$ cat config.mk
export PLATFORM = sky130hd
export DESIGN_NAME = floor_scheduler
export DESIGN_NICKNAME = d
export VERILOG_FILES = /design/src/rtl/floor_scheduler.sv
export SDC_FILE = /design/constraint.sdc
export NUM_CORES = 1
export LEC_CHECK = 0
export ABC_AREA = 1
export BUFFER_PORTS_ARGS = -buffer_cell sky130_fd_sc_hd__buf_4
export CAP_MARGIN = 20
export CORE_ASPECT_RATIO = 1.2
export CORE_UTILIZATION = 50
export CTS_BUF_LIST = sky130_fd_sc_hd__clkbuf_4 sky130_fd_sc_hd__clkbuf_8 sky130_fd_sc_hd__clkbuf_16
export CTS_CLUSTER_DIAMETER = 120
export CTS_CLUSTER_SIZE = 16
export DETAILED_ROUTE_END_ITERATION = 8
export MAX_ROUTING_LAYER = met4
export PLACE_DENSITY = 0.7
export RECOVER_POWER = 50
export SETUP_SLACK_MARGIN = 0.05
export SLEW_MARGIN = 5
export SYNTH_ARGS = -nofsm -noshare
export SYNTH_HDL_FRONTEND = slang
export SYNTH_SLANG_ARGS = --single-unit
$ cat constraint.sdc
create_clock -name clk -period 2.9 [get_ports clk]
set_input_delay 0.29 -clock clk [delete_from_list [all_inputs] [get_ports clk]]
set_output_delay 0.29 -clock clk [all_outputs]
set_load 0.1 [all_outputs]
$ cat src/rtl/floor_scheduler.sv
// Single-car floor scheduler: accepts floor requests, keeps an outstanding
// request mask and serves it in SCAN order (finish the current direction,
// then reverse), holding the door open for a fixed time at each stop.
module floor_scheduler #(
  parameter int unsigned FLOOR_W     = 2,
  parameter int unsigned NUM_FLOORS  = 4,
  parameter int unsigned MOVE_CYCLES = 8,
  parameter int unsigned DOOR_CYCLES = 16
) (
  input  logic                  clk,
  input  logic                  rst,
  input  logic                  reqValid,
  input  logic [FLOOR_W-1:0]    reqFloor,
  output logic                  reqReady,
  output logic                  reqError,
  output logic [FLOOR_W-1:0]    actualFloor,
  output logic                  down_upFlag,
  output logic                  stop_goFlag,
  output logic                  doorOpen,
  output logic [NUM_FLOORS-1:0] pendingReq
);

  localparam int unsigned MW = $clog2(MOVE_CYCLES + 1);
  localparam int unsigned DW = $clog2(DOOR_CYCLES + 1);
  localparam logic [MW-1:0] MOVE_LAST = MW'(MOVE_CYCLES - 1);
  localparam logic [DW-1:0] DOOR_LAST = DW'(DOOR_CYCLES - 1);
  localparam logic [FLOOR_W-1:0] TOP_FLOOR = FLOOR_W'(NUM_FLOORS - 1);
  localparam logic [FLOOR_W:0] FLOOR_LIMIT = (FLOOR_W + 1)'(NUM_FLOORS);

  typedef enum logic [1:0] {IDLE, MOVE, DOOR} state_t;

  state_t                  state, stateNext;
  logic [FLOOR_W-1:0]      floorNext, arriveFloor;
  logic                    dirNext, errNext;
  logic [NUM_FLOORS-1:0]   pendNext, reqMask, above, below, arriveMask;
  logic [MW-1:0]           moveCnt, moveCntNext;
  logic [DW-1:0]           doorCnt, doorCntNext;
  logic                    accept, inRange, reqHere;
  logic                    anyAbove, anyBelow, atLimit, ahead, behind;

  assign reqReady    = ~rst;
  assign accept      = reqValid & reqReady;
  assign inRange     = {1'b0, reqFloor} < FLOOR_LIMIT;
  assign reqHere     = accept & inRange & (reqFloor == actualFloor);
  assign stop_goFlag = (state != MOVE);
  assign doorOpen    = (state == DOOR);
  assign arriveFloor = down_upFlag ? actualFloor + FLOOR_W'(1) : actualFloor - FLOOR_W'(1);
  assign atLimit     = down_upFlag ? (actualFloor == TOP_FLOOR) : (actualFloor == '0);
  assign anyAbove    = |above;
  assign anyBelow    = |below;
  assign ahead       = down_upFlag ? anyAbove : anyBelow;
  assign behind      = down_upFlag ? anyBelow : anyAbove;

  // Per-floor decode: incoming request, pending above/below, arrival floor.
  always_comb begin
    reqMask    = '0;
    above      = '0;
    below      = '0;
    arriveMask = '0;
    for (int unsigned i = 0; i < NUM_FLOORS; i++) begin
      reqMask[i]    = accept & inRange & (reqFloor == FLOOR_W'(i));
      above[i]      = pendingReq[i] & (FLOOR_W'(i) > actualFloor);
      below[i]      = pendingReq[i] & (FLOOR_W'(i) < actualFloor);
      arriveMask[i] = (FLOOR_W'(i) == arriveFloor);
    end
  end

  // Next-state logic for the car FSM, counters and request mask.
  always_comb begin
    stateNext   = state;
    floorNext   = actualFloor;
    dirNext     = down_upFlag;
    pendNext    = pendingReq | reqMask;
    moveCntNext = moveCnt;
    doorCntNext = doorCnt;
    errNext     = accept & ~inRange;
    case (state)
      IDLE: begin
        if (reqHere) begin
          pendNext    = pendingReq;
          stateNext   = DOOR;
          doorCntNext = '0;
        end else if (|pendingReq) begin
          stateNext   = MOVE;
          moveCntNext = '0;
          dirNext     = anyAbove & (down_upFlag | ~anyBelow);
        end
      end
      MOVE: begin
        if (moveCnt == MOVE_LAST) begin
          moveCntNext = '0;
          if (atLimit) begin
            // A target always lies ahead while moving; this only guards the range.
            stateNext = IDLE;
          end else begin
            floorNext = arriveFloor;
            // Same-cycle request for the arrival floor is folded in via reqMask.
            if (|((pendingReq | reqMask) & arriveMask)) begin
              pendNext    = (pendingReq | reqMask) & ~arriveMask;
              stateNext   = DOOR;
              doorCntNext = '0;
            end
          end
        end else begin
          moveCntNext = moveCnt + MW'(1);
        end
      end
      DOOR: begin
        if (reqHere) begin
          pendNext    = pendingReq;
          doorCntNext = '0;
        end else if (doorCnt == DOOR_LAST) begin
          doorCntNext = '0;
          moveCntNext = '0;
          if (ahead) begin
            stateNext = MOVE;
          end else if (behind) begin
            stateNext = MOVE;
            dirNext   = ~down_upFlag;
          end else begin
            stateNext = IDLE;
          end
        end else begin
          doorCntNext = doorCnt + DW'(1);
        end
      end
      default: stateNext = IDLE;
    endcase
  end

  // State register with synchronous active-high reset.
  always_ff @(posedge clk) begin
    if (rst) begin
      state       <= IDLE;
      actualFloor <= '0;
      down_upFlag <= 1'b1;
      pendingReq  <= '0;
      moveCnt     <= '0;
      doorCnt     <= '0;
      reqError    <= 1'b0;
    end else begin
      state       <= stateNext;
      actualFloor <= floorNext;
      down_upFlag <= dirNext;
      pendingReq  <= pendNext;
      moveCnt     <= moveCntNext;
      doorCnt     <= doorCntNext;
      reqError    <= errNext;
    end
  end

endmodule

==> results.txt <==
status = completed
Crit Path Class = reg2out
clock slew at reported path FFs = 0.10 ns
Die X = 47.9 µm
GR Layer Usage met1 = 28.0%
post-CTS sizing = 0
internal power = 0.000522 W
Slew headroom = 22.7%
antenna-violating nets left = 0
final setup margin = 0.781 ns
total track usage = 25.4%
Flop pwr share = 32.4%
pre-CTS setup slack = 0.848 ns
htree depth = 1
fmax = 472 MHz
Tcrit/Tclk final = 73.1%
flops & latches, synth = 18
die area = 2730 µm²
Setup Skew = 0.00208 ns
Synth top area share = 28.5%
Final Max Slew Viols = 0
Via density = 5.20
Port-buffer cells = 14
top cells by area, synth = dfxtp_1 (29%), nand2_1 (17%), inv_1 (8.0%)
Clk pwr share = 11.1%
vias in the first global route = 1171
# DRC = 0
initial antenna violation count = 0
share of layout cells above drive strength 1 = 9.17%
fin cells = 249
clock latency on the worst-skew pair = 0.29 ns
Final GP Congestion = 0.848
sw frac = 53.1%
num ports = 16
Net Sw Power = 0.000591 W
share of total power in combinational logic = 56.5%
WP data required = 2.61 ns
Final #Nets = 232
Period minus WS final = 2.12 ns
Area Overhead vs Synth = 8.81%
Leak Pwr = 0.662 nW
Die Y = 57.1 µm
DR WL/cell = 11.6 µm
largest net degree at the start of global routing = 18
syn nets = 215
num rows = 19
worst-path maximum fanout = 4
Synth area leader = dfxtp_1
Max-cap violations = 0
final core occ = 59.0%
CTS hold repair buffers = 0
GR peak layer = met2
Sink Count = 18
core box area = 2330 µm²
CTS Buf Count = 3
Post-CTS Setup Repair Bufs = 0
Mapped Area = 1260 µm²
Vias = 1296
final hold violations = 0
Setup Total Neg Slack = 0 ns
M2 GR Usage = 42.7%
Total Wirelength = 2880 µm
Peak VDD IR = 0.532 mV
average size of a mapped cell = 6.23 µm²
Root Buffer = clkbuf_4
critical path endpoint category = output port
Final HPWL DP = 2330 µm
CTS tree = yes
Yosys warning count = 0
total gr overflow = 0
register area share after synthesis = 28.5%
DRT iter0 DRCs = 31
drt first pass iters = 4
RSZ-0062 raised after global routing = false
Initial Util = 54.2%
met3 Use GR = 4.11%
cell count after placement = 246
first-pass GRT wire length = 4860 µm
Clock Tree Buf Depth = 2
synthesized instance count = 203
Distinct cells, synth = 23
measured slew at the worst slew-check pin = 1.16 ns
diode count = 0
CP Launch Type = flip-flop
Hold/Removal Path Class = in2reg
WP data arrival = 1.83 ns
Cell Pwr Density = 809 nW/µm²
number of setup violations in the final report = 0
==> placed cells by master (no fill, tap or decap), types with 5 or more instances in the layout <==
cell type,instances
a21oi_1,13
buf_4,5
clkbuf_1,9
dfxtp_1,18
ha_1,7
inv_1,28
inv_2,6
nand2_1,57
nand3_1,8
nand4_1,7
nor2_1,29
o21ai_0,7
==> per-stage QoR <==
| step | instance area [µm²] | total power [W] | hold slack, ns |
|---|---|---|---|
| finish | 1380 | 0.00111 | 0.205 |
| global route | 1380 | 0.00121 | 0.193 |
| CTS | 1420 | 0.00113 | 0.203 |
| detailed placement | 1400 | 0.00101 | 0.454 |
| global placement | 1400 | 0.000996 | 0.450 |
| floorplan | 1260 | 0.000876 | 0.359 |
==> flip-flops by register name (all words and copies together), names as in the netlist <==
register     flops
actualFloor      2
doorCnt          5
down_upFlag      1
moveCnt          4
pendingReq       4
state            2
==> cell usage after synthesis, drive strengths merged <==
| master | instances |
|---|---|
| o31ai | 1 |
| clkbuf | 1 |
| nor3 | 2 |
| conb | 1 |
| a211oi | 2 |
| xor2 | 3 |
| inv | 34 |
| nand3 | 10 |
| nor2 | 32 |
| nand4 | 7 |
| a21oi | 14 |
| buf | 1 |
| dfxtp | 18 |
| o211ai | 3 |
| o21ai | 10 |
| ha | 7 |
| nand2 | 57 |
==> final cells by class <==
type,instances,area [µm²]
Timing Repair Buffer,14,71.3
Inverter,34,128
Multi-Input combinational cell,149,754
Tap cell,31,38.8
Fill cell,259,955
Sequential cell,18,360
Clock buffer,3,22.5
==> power by group through the flow <==
| stage | clock network [W] | registers, W | logic [W] |
|---|---|---|---|
| detailed placement | 0 | 0.000366 | 0.000642 |
| CTS | 0.000128 | 0.000362 | 0.000644 |
| global placement | 0 | 0.000363 | 0.000633 |
| global route | 0.000139 | 0.000368 | 0.000706 |
| floorplan | 0 | 0.000408 | 0.000467 |
| finish | 0.000124 | 0.000360 | 0.000628 |
==> worst max-delay path, cell delays in order, from the launching register on <==
cell	delay, ns
dfxtp_1	0.38
inv_1	0.09
nor2_2	0.18
clkbuf_1	0.88
==> cells by family after synthesis <==
group / after synthesis / share of synthesized area, %
and+or+nand+nor: 108 / 37.2
buffers and inverters: 36 / 11.0
AOI/OAI and AO/OA: 30 / 14.0
DFF: 18 / 28.5
adders and majority gates: 7 / 6.93
xor gates and xnor gates: 3 / 2.08
other: 1 / 0.297
==> final timing paths <==
path	slack, ns	depth (start not counted)	end	from
worst max-delay path	0.78	3	doorOpen	state[1]$_SDFFE_PP0P_
worst min-delay path	0.20	2	moveCnt[3]$_SDFFE_PP0P_	rst
worst max register to register	0.78	14	doorCnt[1]$_SDFFE_PP0P_	actualFloor[0]$_SDFFE_PP0P_
worst min register to register	0.46	2	doorCnt[4]$_SDFFE_PP0P_	doorCnt[4]$_SDFFE_PP0P_
==> layer usage <==
| layer | wire [µm] | share of wire (%) |
|---|---|---|
| met1 | 1210 | 42 |
| met2 | 1480 | 51 |
| met3 | 100 | 3.5 |
| met4 | 99 | 3.4 |
| met5 | 0 | 0 |
No activity file was read; power rests on OpenSTA's default activity.
